===== config.mk =====
export PLATFORM = sky130hd
export DESIGN_NAME = vga_fb_arbiter
export DESIGN_NICKNAME = d
export VERILOG_FILES = /design/src/rtl/vga_fb_arbiter.sv
export SDC_FILE = /design/constraint.sdc
export NUM_CORES = 1
export LEC_CHECK = 0
export ABC_AREA = 1
export CAP_MARGIN = 10
export CORE_MARGIN = 10
export CORE_UTILIZATION = 50
export DETAILED_ROUTE_END_ITERATION = 6
export PLACE_DENSITY = 0.79
export SYNTH_ARGS = -nofsm -noshare
export SYNTH_HDL_FRONTEND = slang
export SYNTH_SLANG_ARGS = --single-unit

===== constraint.sdc =====
create_clock -name clk -period 9.05 [get_ports clk]
set_clock_uncertainty 0.15 [all_clocks]
set_input_delay 1.81 -clock clk [delete_from_list [all_inputs] [get_ports clk]]
set_output_delay 1.81 -clock clk [all_outputs]
set_load 0.01 [all_outputs]

===== src/rtl/vga_fb_arbiter.sv =====
// Frame-buffer arbiter: one single-port pixel RAM shared by the VGA read pipeline
// (always first) and a host write port, with frame-phase tracking and fault flags.
module vga_fb_arbiter #(
    parameter int H_ACTIVE   = 800,
    parameter int V_ACTIVE   = 600,
    parameter int ADDR_W     = 19,
    parameter int DATA_W     = 3,
    parameter int STARVE_MAX = 4096
) (
    input  logic              clk,
    input  logic              rst,
    input  logic              disp_ready,
    input  logic [11:0]       disp_x,
    input  logic [11:0]       disp_y,
    input  logic              frame_lock,
    input  logic              host_wr_valid,
    output logic              host_wr_ready,
    input  logic [ADDR_W-1:0] host_wr_addr,
    input  logic [DATA_W-1:0] host_wr_data,
    output logic              mem_en,
    output logic              mem_we,
    output logic [ADDR_W-1:0] mem_addr,
    output logic [DATA_W-1:0] mem_wdata,
    input  logic [DATA_W-1:0] mem_rdata,
    output logic [DATA_W-1:0] disp_rgb,
    output logic              disp_rgb_valid,
    output logic              frame_start,
    output logic              starve_err,
    output logic              addr_err
);

    localparam logic [1:0] ST_WAIT_SYNC = 2'd0;
    localparam logic [1:0] ST_SCAN      = 2'd1;
    localparam logic [1:0] ST_VBLANK    = 2'd2;

    localparam int                CNT_W   = $clog2(STARVE_MAX + 1);
    localparam logic [CNT_W-1:0]  CNT_MAX = CNT_W'(STARVE_MAX);
    localparam logic [12:0]       X_LIM   = 13'(H_ACTIVE);
    localparam logic [12:0]       Y_LIM   = 13'(V_ACTIVE);
    localparam logic [11:0]       X_LAST  = 12'(H_ACTIVE - 1);
    localparam logic [11:0]       Y_LAST  = 12'(V_ACTIVE - 1);
    localparam logic [ADDR_W:0]   PIX_LIM = (ADDR_W + 1)'(H_ACTIVE * V_ACTIVE);
    localparam logic [ADDR_W-1:0] LINE_W  = ADDR_W'(H_ACTIVE);

    logic [1:0]        state_reg, state_next;
    logic              last_px_reg;
    logic              sof, at_last_px;
    logic              disp_in_range, host_in_range, host_fire;
    logic [ADDR_W-1:0] disp_lin;

    logic [CNT_W-1:0]  starve_cnt_reg, starve_cnt_next;
    logic              starve_err_reg, addr_err_reg, frame_start_reg;

    logic              mem_en_reg, mem_we_reg;
    logic [ADDR_W-1:0] mem_addr_reg;
    logic [DATA_W-1:0] mem_wdata_reg;

    // Index 0 = request seen one cycle ago (RAM access cycle), index 1 = RAM data cycle.
    logic [1:0]        disp_vld_pipe_reg, disp_ok_pipe_reg;
    logic [DATA_W-1:0] disp_rgb_reg;
    logic              disp_rgb_valid_reg;

    assign sof           = disp_ready && (disp_x == 12'd0) && (disp_y == 12'd0);
    assign at_last_px    = disp_ready && (disp_x == X_LAST) && (disp_y == Y_LAST);
    assign disp_in_range = ({1'b0, disp_x} < X_LIM) && ({1'b0, disp_y} < Y_LIM);
    assign host_in_range = {1'b0, host_wr_addr} < PIX_LIM;
    assign disp_lin      = ADDR_W'(disp_y) * LINE_W + ADDR_W'(disp_x);

    // Display owns every slot it asks for; frame lock confines the host to vertical blank.
    assign host_wr_ready = ~rst & ~disp_ready & (~frame_lock | (state_reg == ST_VBLANK));
    assign host_fire     = host_wr_valid & host_wr_ready;

    always_comb begin
        state_next = state_reg;
        if (sof) begin
            state_next = ST_SCAN;
        end else if ((state_reg == ST_SCAN) && last_px_reg && !disp_ready) begin
            state_next = ST_VBLANK;
        end
    end

    always_comb begin
        starve_cnt_next = '0;
        if (host_wr_valid && !host_wr_ready) begin
            starve_cnt_next = (starve_cnt_reg == CNT_MAX) ? CNT_MAX : starve_cnt_reg + 1'b1;
        end
    end

    always_ff @(posedge clk) begin
        if (rst) begin
            state_reg          <= ST_WAIT_SYNC;
            last_px_reg        <= 1'b0;
            frame_start_reg    <= 1'b0;
            starve_cnt_reg     <= '0;
            starve_err_reg     <= 1'b0;
            addr_err_reg       <= 1'b0;
            mem_en_reg         <= 1'b0;
            mem_we_reg         <= 1'b0;
            mem_addr_reg       <= '0;
            mem_wdata_reg      <= '0;
            disp_vld_pipe_reg  <= '0;
            disp_ok_pipe_reg   <= '0;
            disp_rgb_reg       <= '0;
            disp_rgb_valid_reg <= 1'b0;
        end else begin
            state_reg       <= state_next;
            last_px_reg     <= at_last_px;
            frame_start_reg <= sof;
            starve_cnt_reg  <= starve_cnt_next;
            starve_err_reg  <= starve_err_reg | (starve_cnt_next == CNT_MAX);
            addr_err_reg    <= addr_err_reg
                             | (disp_ready & ~disp_in_range)
                             | (host_fire & ~host_in_range);

            mem_en_reg <= 1'b0;
            mem_we_reg <= 1'b0;
            if (disp_ready) begin
                mem_en_reg   <= disp_in_range;
                mem_addr_reg <= disp_lin;
            end else if (host_fire) begin
                // Out-of-range host writes still complete the handshake but never touch the RAM.
                mem_en_reg    <= host_in_range;
                mem_we_reg    <= host_in_range;
                mem_addr_reg  <= host_wr_addr;
                mem_wdata_reg <= host_wr_data;
            end

            disp_vld_pipe_reg  <= {disp_vld_pipe_reg[0], disp_ready};
            disp_ok_pipe_reg   <= {disp_ok_pipe_reg[0], disp_ready & disp_in_range};
            disp_rgb_reg       <= disp_ok_pipe_reg[1] ? mem_rdata : '0;
            disp_rgb_valid_reg <= disp_vld_pipe_reg[1];
        end
    end

    assign mem_en         = mem_en_reg;
    assign mem_we         = mem_we_reg;
    assign mem_addr       = mem_addr_reg;
    assign mem_wdata      = mem_wdata_reg;
    assign disp_rgb       = disp_rgb_reg;
    assign disp_rgb_valid = disp_rgb_valid_reg;
    assign frame_start    = frame_start_reg;
    assign starve_err     = starve_err_reg;
    assign addr_err       = addr_err_reg;

endmodule


# Word-level counts from Yosys, hierarchy flattened
# Index checks and enable logic that the tools add are counted.
[classes]
magnitude_cmp = 3
addsub = 2
eq_ne = 6
n_mul = 1
n_bitwise = 16
reduce_logical = 18
muxes = 8
[ops]
columns = ["op", "n"]
rows = [
  ["2-to-1 mux 19 bit", 2],
  ["equality test 13 bit, second input constant", 2],
  ["2-to-1 mux 13 bit", 2],
  ["equality test 12 x 10 -> 1 bit, second input constant", 2],
  ["zero test 12 bit", 2],
  ["less-than comparator 12 x 10 -> 1 bit, second input constant", 2],
  ["adder 19 x 12 -> 19 bit", 1],
  ["less-than comparator 19 bit, second input constant", 1],
  ["multiplier 12 x 5 -> 14 bit, second input constant", 1],
  ["adder 13 x 1 -> 13 bit, second input constant", 1],
  ["logical AND 1 bit", 8],
  ["AND 1 bit", 6],
  ["inverter 1 bit", 6],
  ["OR reduction 2 bit", 3],
  ["2-to-1 mux 1 bit", 4],
  ["bitwise OR 1 bit", 4],
  ["nonzero test 2 bit", 2],
  ["equality test 2 x 1 -> 1 bit, second input constant", 1],
  ["equality test 2 bit, second input constant", 1],
  ["zero test 1 bit", 2],
  ["AND reduction 2 bit", 1],
]
[totals]
output_inout_bits = 32
input_bits = 54
elab_cells = 69
reg_bits = 51

# Depth between registers and ports, before layout
# Gate-level depths: netlist of run 1.
[depth]
depth_word = 8
mapped_depth = 20
mapped_depth_nobuf = 20

# Worst setup path before layout of run 1
# No wires, ideal clock.
[synth_path]
kind = "input port to flip-flop"
startpoint = "in disp_y[3]"
endpoint = "reg mem_addr_reg[18] (netlist: mem_addr[18])"
t_required_ns = 8.768
t_arrival_ns = 4.599
slack_ns = 4.169
stages = 18
setup_ns = 0.132
n_path_buf = 0
cell_sequence = "inv_1 -> ha_1 -> ha_1 -> fa_1 -> ha_1 -> xnor2_1 -> ha_1 -> nand2_1 -> nor2_1 -> nand2_1 -> o211ai_1 -> nand3_1 -> nor2_1 -> nand2_1 -> nand2_1 -> nand3_1 -> nand2_1 -> a21oi_1"
[synth_via]
elab_chain_len = 3
[synth_rtl]
columns = ["element", "line", "source"]
rows = [
  ["from (decl)", "14", "input logic [11:0] disp_y,"],
  ["multiplier 12 x 5 -> 14 bit", "67", "assign disp_lin = ADDR_W'(disp_y) * LINE_W + ADDR_W'(disp_x);"],
  ["adder 19 x 12 -> 19 bit", "67", ""],
  ["2-to-1 mux 19 bit", "117", "if (disp_ready) begin"],
  ["to (signal assigned)", "119", "mem_addr_reg <= disp_lin;"],
  ["to (signal assigned)", "124", "mem_addr_reg <= host_wr_addr;"],
  ["to (decl)", "55", "logic [ADDR_W-1:0] mem_addr_reg;"],
]
# No other way between the ends.
# A chain may end at the register's enable or synchronous reset.

# Worst setup path in the final report of run 1
[layout_path]
startpoint = "in disp_y[2]"
endpoint = "reg mem_addr_reg[18] (netlist: mem_addr[18])"
# The elaborated chain is that of the path after synthesis.

==> out/metrics.cfg, run 1 <==
[clock_network]
cts_tree = yes
clkLatencyLatePin_ns = 0.30
post_cts_hold_buffer_count = 0
htree_num_levels = 2
clk_path_buf_depth = 2
clock-root-buffer = clkbuf_8
post-cts-setup-buffer-count = 0
clkTransAtPathRegs_ns = 0.09
cts_repair_resize_count = 0
numCtsBuffers = 5
cts.sinks = 51

[logic_synthesis]
synth.mux.area_fraction = 0
synth-edff-count = 0
yosysWarningCount = 0
basic_gate_share_of_the_synthesized_area_counting_and_or_nand_and_nor_cells = 0.289
synth.avg_cell_area_sq_um = 6.93
synthAdderAreaFrac = 0.198
ys_types = 41
synth_seq_cells = 51
synth-compound-area-share = 0.109
synth.cell_area_sq_um = 3830
synth-main-ff-cell = dfxtp_1
yosysSeqAreaShare = 0.266
main_combinational_cell_family_by_area_after_synthesis = simple AND/OR/NAND/NOR gates
synthesis.instances = 553
synthXorXnorAreaFrac = 0.0274
asyncSetResetFlopFracSynth = 0
postSynthNetCount = 663

[setup_path]
regToRegEndpoint = mem_addr[13]
worst_r2r_startpoint = state_reg[1]
worst-setup-path-type = input pin to register
timing.reg2reg.setup_slack_ns = 6.14
critical_path.max_fanout = 5
slowest_stage = clkdlybuf4s50_1
worst_path_largest_cell_delay_ns = 0.59
startpoint = disp_y[2]
crit_path_start_kind = input pin
rr_worst_depth = 10
worstPathCellList = clkdlybuf4s50_1 -> inv_1 -> ha_1 -> ha_1 -> fa_1 -> ha_1 -> xnor2_1 -> ha_1 -> nand2_1 -> nor2_1 -> nand2_1 -> o211ai_1 -> nand3_1 -> nor2_1 -> nand2_1 -> nand2_1 -> nand3_1 -> nand2_1 -> a21oi_1
timing.critical_path.to_type = register
critical_path.endpoint = mem_addr[18]
cp.arrival_ns = 5.45
critPathMostFrequentCell = nand2_1
required_ns = 9.08

[global_route]
groute.layer.met3.usage = 0.0210
global_route.peak_usage_layer = met2
grt_start_max_net_pins = 30
use_met2 = 0.327
grt_remaining_overflow = 0
antenna_found_initial = 0
gr-usage-all-layers = 0.189
met1_usage = 0.245
via_count_of_the_first_global_routing_pass = 3766
grt_pass1_wl_um = 18000

[cells_and_area]
final.fill_count = 657
most-common-layout-cells = 130 x nand2_1, 100 x inv_1, 85 x clkdlybuf4s50_1
syn2layout_area_growth_pct = 27.8
seqCellArea_sq_um = 1020
nets = 748
max_reg_flops = 19
drive_above_1_share = 0.0344
post_layout_nonfiller_instances = 738
area_occupied_by_multi_input_gates_sq_um = 2390
antenna_cells = 0
mostFrequentLayoutCell = nand2_1
finish.utilization = 0.665

[timing]
achievable-frequency_ghz = 0.184
report.final.hold_viol_count = 0
setup-tns-final_ns = 0
finalSetupViolations = 0
worst_slew_margin_rel = 0.488
layout_worst_path_cycle_share = 0.599
unrepaired_setup_endpoints_after_global_routing = false
slew_at_the_pin_with_the_worst_max_slew_slack_ns = 0.761
report.final.slew_viol_count = 0
period_needed_ns = 5.42

[worst_hold_path]
worst_hold_path_type = register to register

[die]
overall_die_area_sq_um = 11600
core_area_sq_um = 7370
placementRows = 31
floorplan.die.height_um = 108
dieWidth_um = 108
initial_utilization = 0.520
design.portCount = 86

[power_and_ir_drop]
total_leakage_power_nw = 2.33
areal_power_density_over_the_cells_nw_per_um2 = 150
peakVddDrop_mv = 0.0833

[place]
globalplace.congestion = 0.857
place.detailed.instances = 730
buffer_ports.inserted = 85
hpwlAfterDp_um = 9050

[route]
routedWlPerCell_um = 14.8
routed-via-count = 3810
first_pass_detailed_route_iteration_total = 5
drt.antenna.violating_nets = 0
detail_route.iter0.violations = 212
drc = 0
route.detailed.vias_per_inst = 5.16
route.final.wire_length_um = 10900

[flow_run]
max-cap-violations = 0

[run_status]
status = complete, no violations

-- how the worst min path moves through the flow --
stage	startpoint	endpoint	slack, ns	cells after the start
4_1_cts	disp_vld_pipe_reg[1]	disp_rgb_valid	0.26	2
2_1_floorplan	disp_ok_pipe_reg[0]	disp_ok_pipe_reg[1]	0.24	2
5_1_grt	disp_vld_pipe_reg[0]	disp_vld_pipe_reg[1]	0.29	2
3_5_place_dp	disp_vld_pipe_reg[1]	disp_rgb_valid	0.25	2
3_3_place_gp	disp_vld_pipe_reg[1]	disp_rgb_valid	0.24	2
6_report	disp_vld_pipe_reg[1]	disp_rgb_valid	0.26	2
-- per-stage QoR --
step,cell area [sq um],setup slack [ns],hold slack (ns),total power [mW]
detailed placement,4790,3.30,0.247,0.580
finish,4900,3.63,0.260,0.734
floorplan,3830,4.17,0.238,0.467
global route,4900,3.35,0.290,0.795
global placement,4790,3.44,0.242,0.569
CTS,4900,3.62,0.261,0.736
-- layout make-up --
type                       instances  share of cell area
sequential                        51               0.208
timing repair buffer              87               0.177
clock inverter                     3             0.00894
tap                               99              0.0253
multi-input combinational        391               0.489
inverter                         102              0.0781
clock buffer                       5              0.0140
-- report_power, final --
part	internal, mW	switching [mW]
clock	0.0824	0.0748
combinational	0.140	0.188
sequential	0.240	0.00943
total	0.462	0.272
-- synthesized netlist by cell type (3+ instances only) --
cell,count,area [sq um]
nor4_1,7,43.8
o21ai_0,27,135
xor2_1,5,43.8
inv_1,100,375
o211ai_1,3,22.5
nor3_1,6,30.0
nand2_1,130,488
nor2_1,47,176
fa_1,8,160
dfxtp_1,51,1020
xnor2_1,7,61.3
a21oi_1,20,100
ha_1,48,601
nand3_1,40,200
nand4_1,9,56.3
a31oi_1,8,50.1
clkbuf_1,6,22.5
-- logic make-up after synthesis --
kind of cell | after synthesis
XOR/XNOR | 12
flip-flops | 51
AND/OR/NAND/NOR | 252
adder cells (fa/ha/maj) | 56
AO/OA/AOI/OAI | 71
buffers and inverters | 111
-- critical path: cells and delay by family --
| kind | cells | cell delay, ns |
|---|---|---|
| adders and majority gates | 5 | 1.82 |
| and+or+nand+nor | 9 | 0.83 |
| buffers and inverters | 2 | 0.67 |
| AOI/OAI and AO/OA | 2 | 0.18 |
| xor gates and xnor gates | 1 | 0.15 |
-- routing by layer --
metal / vias to the layer above / wire length, um
met3: 6 / 566
met2: 103 / 5220
li1: 1958 / -
met1: 1743 / 5040
met4: 0 / 73
met5: - / 0
Note: power is estimated with default switching activity, not from simulation.
==> run 2: changes to the inputs <==
Settings changed: CORE_UTILIZATION 50 to 46, PLACE_DENSITY 0.79 to 0.77.
Clock period 9.05 ns to 4.9 ns, I/O delays scaled along.
==> run 2 against run 1 <==
- clock power increased by 50%
- highest routed layer unchanged
- global-route usage is 2.0 points lower
- final cell count grew 0.95%
- critical path type unchanged
- combinational power rose by 86%
- largest cell class unchanged
- core utilization decreased by 6.7 points
- routed wire length is 1.7% lower
==> out/metrics.cfg, run 2 (synthesized netlist as in run 1, its figures left out) <==
[setup_path]
worst_path_largest_cell_delay_ns = 0.53  ; -0.06 ns
slowest_stage = clkdlybuf4s50_1
timing.critical_path.to_type = register
worst-setup-path-type = input pin to register
cp.arrival_ns = 4.56  ; -0.89 ns
wp_buf_inv = 2  ; unchanged
worstSetupPathDepth = 19  ; unchanged
critPathMostFrequentCell = nand2_1
required_ns = 4.94  ; -4.14 ns
worstPathCellList = clkdlybuf4s50_1 -> inv_1 -> ha_1 -> ha_1 -> fa_1 -> ha_1 -> xnor2_1 -> ha_1 -> nand2_1 -> nor2_1 -> nand2_1 -> o211ai_1 -> nand3_1 -> nor2_2 -> nand2_1 -> nand2_1 -> nand3_1 -> nand2_1 -> a21oi_1
critical_path.top_delay_family = adder cells
crit_path_start_kind = input pin
critical_path.max_fanout = 5  ; unchanged
rr_worst_depth = 10  ; unchanged

[power_and_ir_drop]
areal_power_density_over_the_cells_nw_per_um2 = 267  ; +78%
total_leakage_power_nw = 2.32  ; -0.48%
peakVddDrop_mv = 0.122  ; +47%
fin_total_pwr_mw = 1.31  ; +78%

[timing]
slew_at_the_pin_with_the_worst_max_slew_slack_ns = 0.708  ; -0.0528 ns
layout_worst_path_cycle_share = 0.923
achievable-frequency_ghz = 0.221
worst_slew_margin_rel = 0.524  ; +0.0355
unrepaired_setup_endpoints_after_global_routing = false
period_needed_ns = 4.52
setup_slack_of_the_critical_path_after_layout_ns = 0.375  ; -3.25 ns
report.final.hold_viol_count = 0  ; unchanged
finalSetupViolations = 0  ; unchanged
report.final.slew_viol_count = 0  ; unchanged

[flow_run]
max-cap-violations = 0  ; unchanged

[route]
first_pass_detailed_route_iteration_total = 4  ; -1
drt.antenna.violating_nets = 0  ; unchanged
routedWlPerCell_um = 14.4  ; -2.6%
route.detailed.vias_per_inst = 5.22  ; +1.1%
drc = 0  ; unchanged
detail_route.iter0.violations = 172  ; -19%
route.final.wire_length_um = 10700  ; -1.7%
routed-via-count = 3887  ; +2.0%

[global_route]
antenna_found_initial = 0  ; unchanged
grt_remaining_overflow = 0  ; unchanged
via_count_of_the_first_global_routing_pass = 3911  ; +3.9%
grt_start_max_net_pins = 29  ; -3.3%
grt_pass1_wl_um = 17900  ; -0.53%
gr-usage-all-layers = 0.169  ; -0.0200

[clock_network]
post_cts_hold_buffer_count = 0  ; unchanged
cts_tree = yes
post-cts-setup-buffer-count = 0  ; unchanged
numCtsBuffers = 5  ; unchanged
htree_num_levels = 2  ; unchanged
cts.sinks = 51  ; unchanged
clkLatencyLatePin_ns = 0.30  ; about the same
clock-root-buffer = clkbuf_8
clk_path_buf_depth = 2  ; unchanged
clkTransAtPathRegs_ns = 0.09  ; about the same

[die]
core_area_sq_um = 8180  ; +11%
floorplan.die.height_um = 111  ; +3.5%
overall_die_area_sq_um = 12400  ; +7.0%
placementRows = 33  ; +6.5%
dieWidth_um = 111  ; +3.5%
design.portCount = 86  ; unchanged
initial_utilization = 0.469  ; -0.0513

[place]
globalplace.congestion = 0.833  ; -2.8%
place_ws_ns = -0.000291  ; -3.30 ns
place.detailed.instances = 737  ; +0.96%
buffer_ports.inserted = 85  ; unchanged
hpwlAfterDp_um = 8930  ; -1.3%

[cells_and_area]
post_layout_nonfiller_instances = 745  ; +0.95%
syn2layout_area_growth_pct = 27.4
most-common-layout-cells = 130 x nand2_1, 100 x inv_1, 85 x clkdlybuf4s50_1
drive_above_1_share = 0.0344  ; -0.0000538
final.fill_count = 753  ; +15%
max_reg_flops = 19  ; unchanged
area_occupied_by_multi_input_gates_sq_um = 2400  ; +0.10%
seqCellArea_sq_um = 1020  ; unchanged
mostFrequentLayoutCell = nand2_1
nets = 749  ; +0.13%
antenna_cells = 0  ; unchanged

[run_status]
status = complete, no violations

[worst_hold_path]
timing.hold.worst_path_depth = 2  ; unchanged
worst_hold_path_type = register to register

## run 2: final timing paths
kind / endpoint / start / slack [ns]
hold / removal: disp_ok_pipe_reg[1] / disp_ok_pipe_reg[0] / 0.25
hold reg to reg: disp_ok_pipe_reg[1] / disp_ok_pipe_reg[0] / 0.25
setup / recovery: mem_addr[18] / disp_y[3] / 0.38
setup reg to reg: mem_addr[10] / state_reg[1] / 2.22
## run 2: layer usage
metal | wire length [um] | track usage
met1 | 4890 | 0.201
met2 | 5180 | 0.304
met3 | 473 | 0.0238
met4 | 166 | 0.0480
met5 | 0 | 0
## run 2: timing repair
action,4_1_cts,5_1_grt
resized for setup,0,1
endpoints found under the hold margin,0,0
endpoints found under the setup margin,0,1
## run 2: final cells by class
type,count,area share
clock buffers,7,0.0156
repair buffers,88,0.179
clock inverters,1,0.00102
multi-input cells,391,0.490
inverters,102,0.0784
well taps,105,0.0269
flip-flops and latches,51,0.209
## run 2: stage by stage
stage	setup TNS, ns	hold slack [ns]	util	cell area, sq um
6_report	0	0.253	0.598	4890
5_1_grt	0	0.284	0.598	4890
4_1_cts	0	0.251	0.597	4880
3_5_place_dp	-0.000291	0.242	0.587	4800
3_3_place_gp	0	0.243	0.587	4800
2_1_floorplan	0	0.238	-	3830
## run 2: worst min-delay path, stage by stage, from the launching register on
cell and delay (ns):
dfxtp_1 0.30, inv_1 0.04, nor2_1 0.03
## run 2: report_power, final
part | leakage [nW] | switching (mW) | total (mW) | internal [mW]
logic | 1.86 | 0.352 | 0.611 | 0.259
clock network | 0.0422 | 0.136 | 0.236 | 0.101
registers | 0.417 | 0.0167 | 0.459 | 0.442
==> run 3: changes to the inputs <==
Settings changed: GPL_TIMING_DRIVEN from default to 0, TNS_END_PERCENT from default to 20.
==> run 3 against run 2 <==
- sequential power about the same
- via count is 2.0% lower
- combinational power decreased by 1%
- clock-buffer cell count fell by 2
- critical path type unchanged
- fmax decreased by 1.6%
- first-iteration DRC count shrank 8.7%
- worst setup slack worse by 0.074 ns
==> out/metrics.cfg, run 3 (synthesized netlist as in run 1, its figures left out) <==
[die]
design.portCount = 86  ; unchanged
core_area_sq_um = 8180  ; unchanged
floorplan.die.height_um = 111  ; unchanged
overall_die_area_sq_um = 12400  ; unchanged
initial_utilization = 0.469  ; unchanged
placementRows = 33  ; unchanged
dieWidth_um = 111  ; unchanged

[setup_path]
worst-setup-path-type = input pin to register
critPathMostFrequentCell = nand2_1
cp.arrival_ns = 4.62  ; +0.06 ns
rr_worst_depth = 12  ; +2
timing.critical_path.to_type = register
required_ns = 4.92  ; -0.02 ns
crit_path_start_kind = input pin
worstPathCellList = clkdlybuf4s50_1 -> inv_1 -> ha_1 -> ha_1 -> fa_1 -> ha_1 -> xnor2_1 -> ha_1 -> nand2_1 -> nor2_1 -> nand2_1 -> o211ai_1 -> nand3_2 -> nor2_2 -> nand2_1 -> nand2_1 -> nand3_1 -> nand2_1 -> a21oi_1
worst_path_largest_cell_delay_ns = 0.58  ; +0.05 ns
critical_path.max_fanout = 5  ; unchanged
slowest_stage = clkdlybuf4s50_1

[cells_and_area]
most-common-layout-cells = 130 x nand2_1, 100 x inv_1, 84 x clkdlybuf4s50_1
final.fill_count = 760  ; +0.93%
syn2layout_area_growth_pct = 27.9
max_reg_flops = 19  ; unchanged
seqCellArea_sq_um = 1020  ; unchanged
drive_above_1_share = 0.0372  ; +0.00283
area_occupied_by_multi_input_gates_sq_um = 2400  ; +0.21%
antenna_cells = 0  ; unchanged
nets = 754  ; +0.67%
finish.utilization = 0.600  ; +0.00199
mostFrequentLayoutCell = nand2_1

[run_status]
status = complete, no violations

[route]
route.final.wire_length_um = 10700  ; -0.18%
routed-via-count = 3808  ; -2.0%
drc = 0  ; unchanged
routedWlPerCell_um = 14.3  ; -0.84%
drt.antenna.violating_nets = 0  ; unchanged
detail_route.iter0.violations = 157  ; -8.7%
route.detailed.vias_per_inst = 5.08  ; -2.7%
first_pass_detailed_route_iteration_total = 4  ; unchanged

[global_route]
via_count_of_the_first_global_routing_pass = 3833  ; -2.0%
grt_pass1_wl_um = 17800  ; -0.81%
grt_start_max_net_pins = 17  ; -41%
antenna_found_initial = 0  ; unchanged
gr-usage-all-layers = 0.169  ; about the same
grt_remaining_overflow = 0  ; unchanged

[place]
buffer_ports.inserted = 84  ; -1.2%
globalplace.congestion = 0.907  ; +8.9%
hpwlAfterDp_um = 9090  ; +1.8%

[clock_network]
cts_tree = yes
numCtsBuffers = 5  ; unchanged
cts.sinks = 51  ; unchanged
post_cts_hold_buffer_count = 0  ; unchanged
clkLatencyLatePin_ns = 0.30  ; about the same
clk_path_buf_depth = 2  ; unchanged
clock-root-buffer = clkbuf_8
htree_num_levels = 2  ; unchanged
clkTransAtPathRegs_ns = 0.09  ; about the same

[timing]
slew_at_the_pin_with_the_worst_max_slew_slack_ns = 0.764  ; +0.0562 ns
unrepaired_setup_endpoints_after_global_routing = false
layout_worst_path_cycle_share = 0.938  ; +0.0151
achievable-frequency_ghz = 0.217  ; -1.6%
finalSetupViolations = 0  ; unchanged
report.final.slew_viol_count = 0  ; unchanged
setup-tns-final_ns = 0  ; unchanged
worst_slew_margin_rel = 0.486  ; -0.0378
period_needed_ns = 4.60  ; +0.0740 ns
report.final.hold_viol_count = 0  ; unchanged
hold_slack_ns = 0.255  ; +0.00142 ns

[power_and_ir_drop]
fin_total_pwr_mw = 1.30  ; -0.46%
total_leakage_power_nw = 2.32  ; -0.14%
peakVddDrop_mv = 0.118  ; -3.8%
areal_power_density_over_the_cells_nw_per_um2 = 265  ; -0.79%

[worst_hold_path]
worst_hold_path_type = register to register
timing.hold.worst_path_depth = 2  ; unchanged

[flow_run]
max-cap-violations = 0  ; unchanged

-- run 3: cell count changes in the layout (fill, tap and decap cells not counted), sizes merged --
cell	previous run	this run
clkdlybuf4s50	85	84
clkbuf	7	11
clkinvlp	0	2
-- run 3: metrics by stage --
stage | std cells | worst slack, ns | area (sq um)
after floorplan | 553 | 0.849 | 3830
after global placement | 742 | -0.0140 | 4810
after detailed placement | 742 | -0.0955 | 4810
after CTS | 750 | 0.226 | 4890
after global routing | 750 | 0.0219 | 4900
final | 750 | 0.301 | 4900
-- run 3: final cells by class --
type / instances / share of cell area
flip-flops and latches: 51 / 0.208
well taps: 105 / 0.0268
inverters: 102 / 0.0781
clock inverters: 3 / 0.00408
plain buffers: 9 / 0.00740
multi-input cells: 391 / 0.490
clock buffers: 5 / 0.0140
repair buffers: 84 / 0.172
-- run 3: final timing paths --
check,from,end,slack (ns)
setup reg to reg,state_reg[1],mem_addr[9],2.88
hold / removal,disp_vld_pipe_reg[1],disp_rgb_valid,0.25
setup / recovery,disp_y[2],mem_addr[18],0.30
hold reg to reg,disp_vld_pipe_reg[1],disp_rgb_valid,0.25
-- run 3: layer usage --
layer	vias up	wire [um]	track usage	part of all wire
met2	92	5100	0.301	0.48
met1	1742	4960	0.205	0.46
met3	10	509	0.0249	0.048
met4	0	127	0.0420	0.012
met5	-	0	0	0
li1	1964	-	-	-
-- run 3: power by group --
group	total [mW]	leakage (nW)	internal, mW	switching, mW
clock	0.239	0.0402	0.0995	0.139
sequential	0.459	0.417	0.442	0.0162
combinational	0.603	1.86	0.259	0.345
-- run 3: critical path: cells and delay by family --
family / cells / cell delay, ns
fa+ha+maj: 5 / 1.81
simple gates: 9 / 0.81
buf+inv: 2 / 0.65
compound gates: 2 / 0.20
xor+xnor: 1 / 0.16
-- run 3: what timing repair did --
item,4_1_cts,5_1_grt
setup buffers,0,0
setup endpoints to repair,0,2
resized for setup,0,2
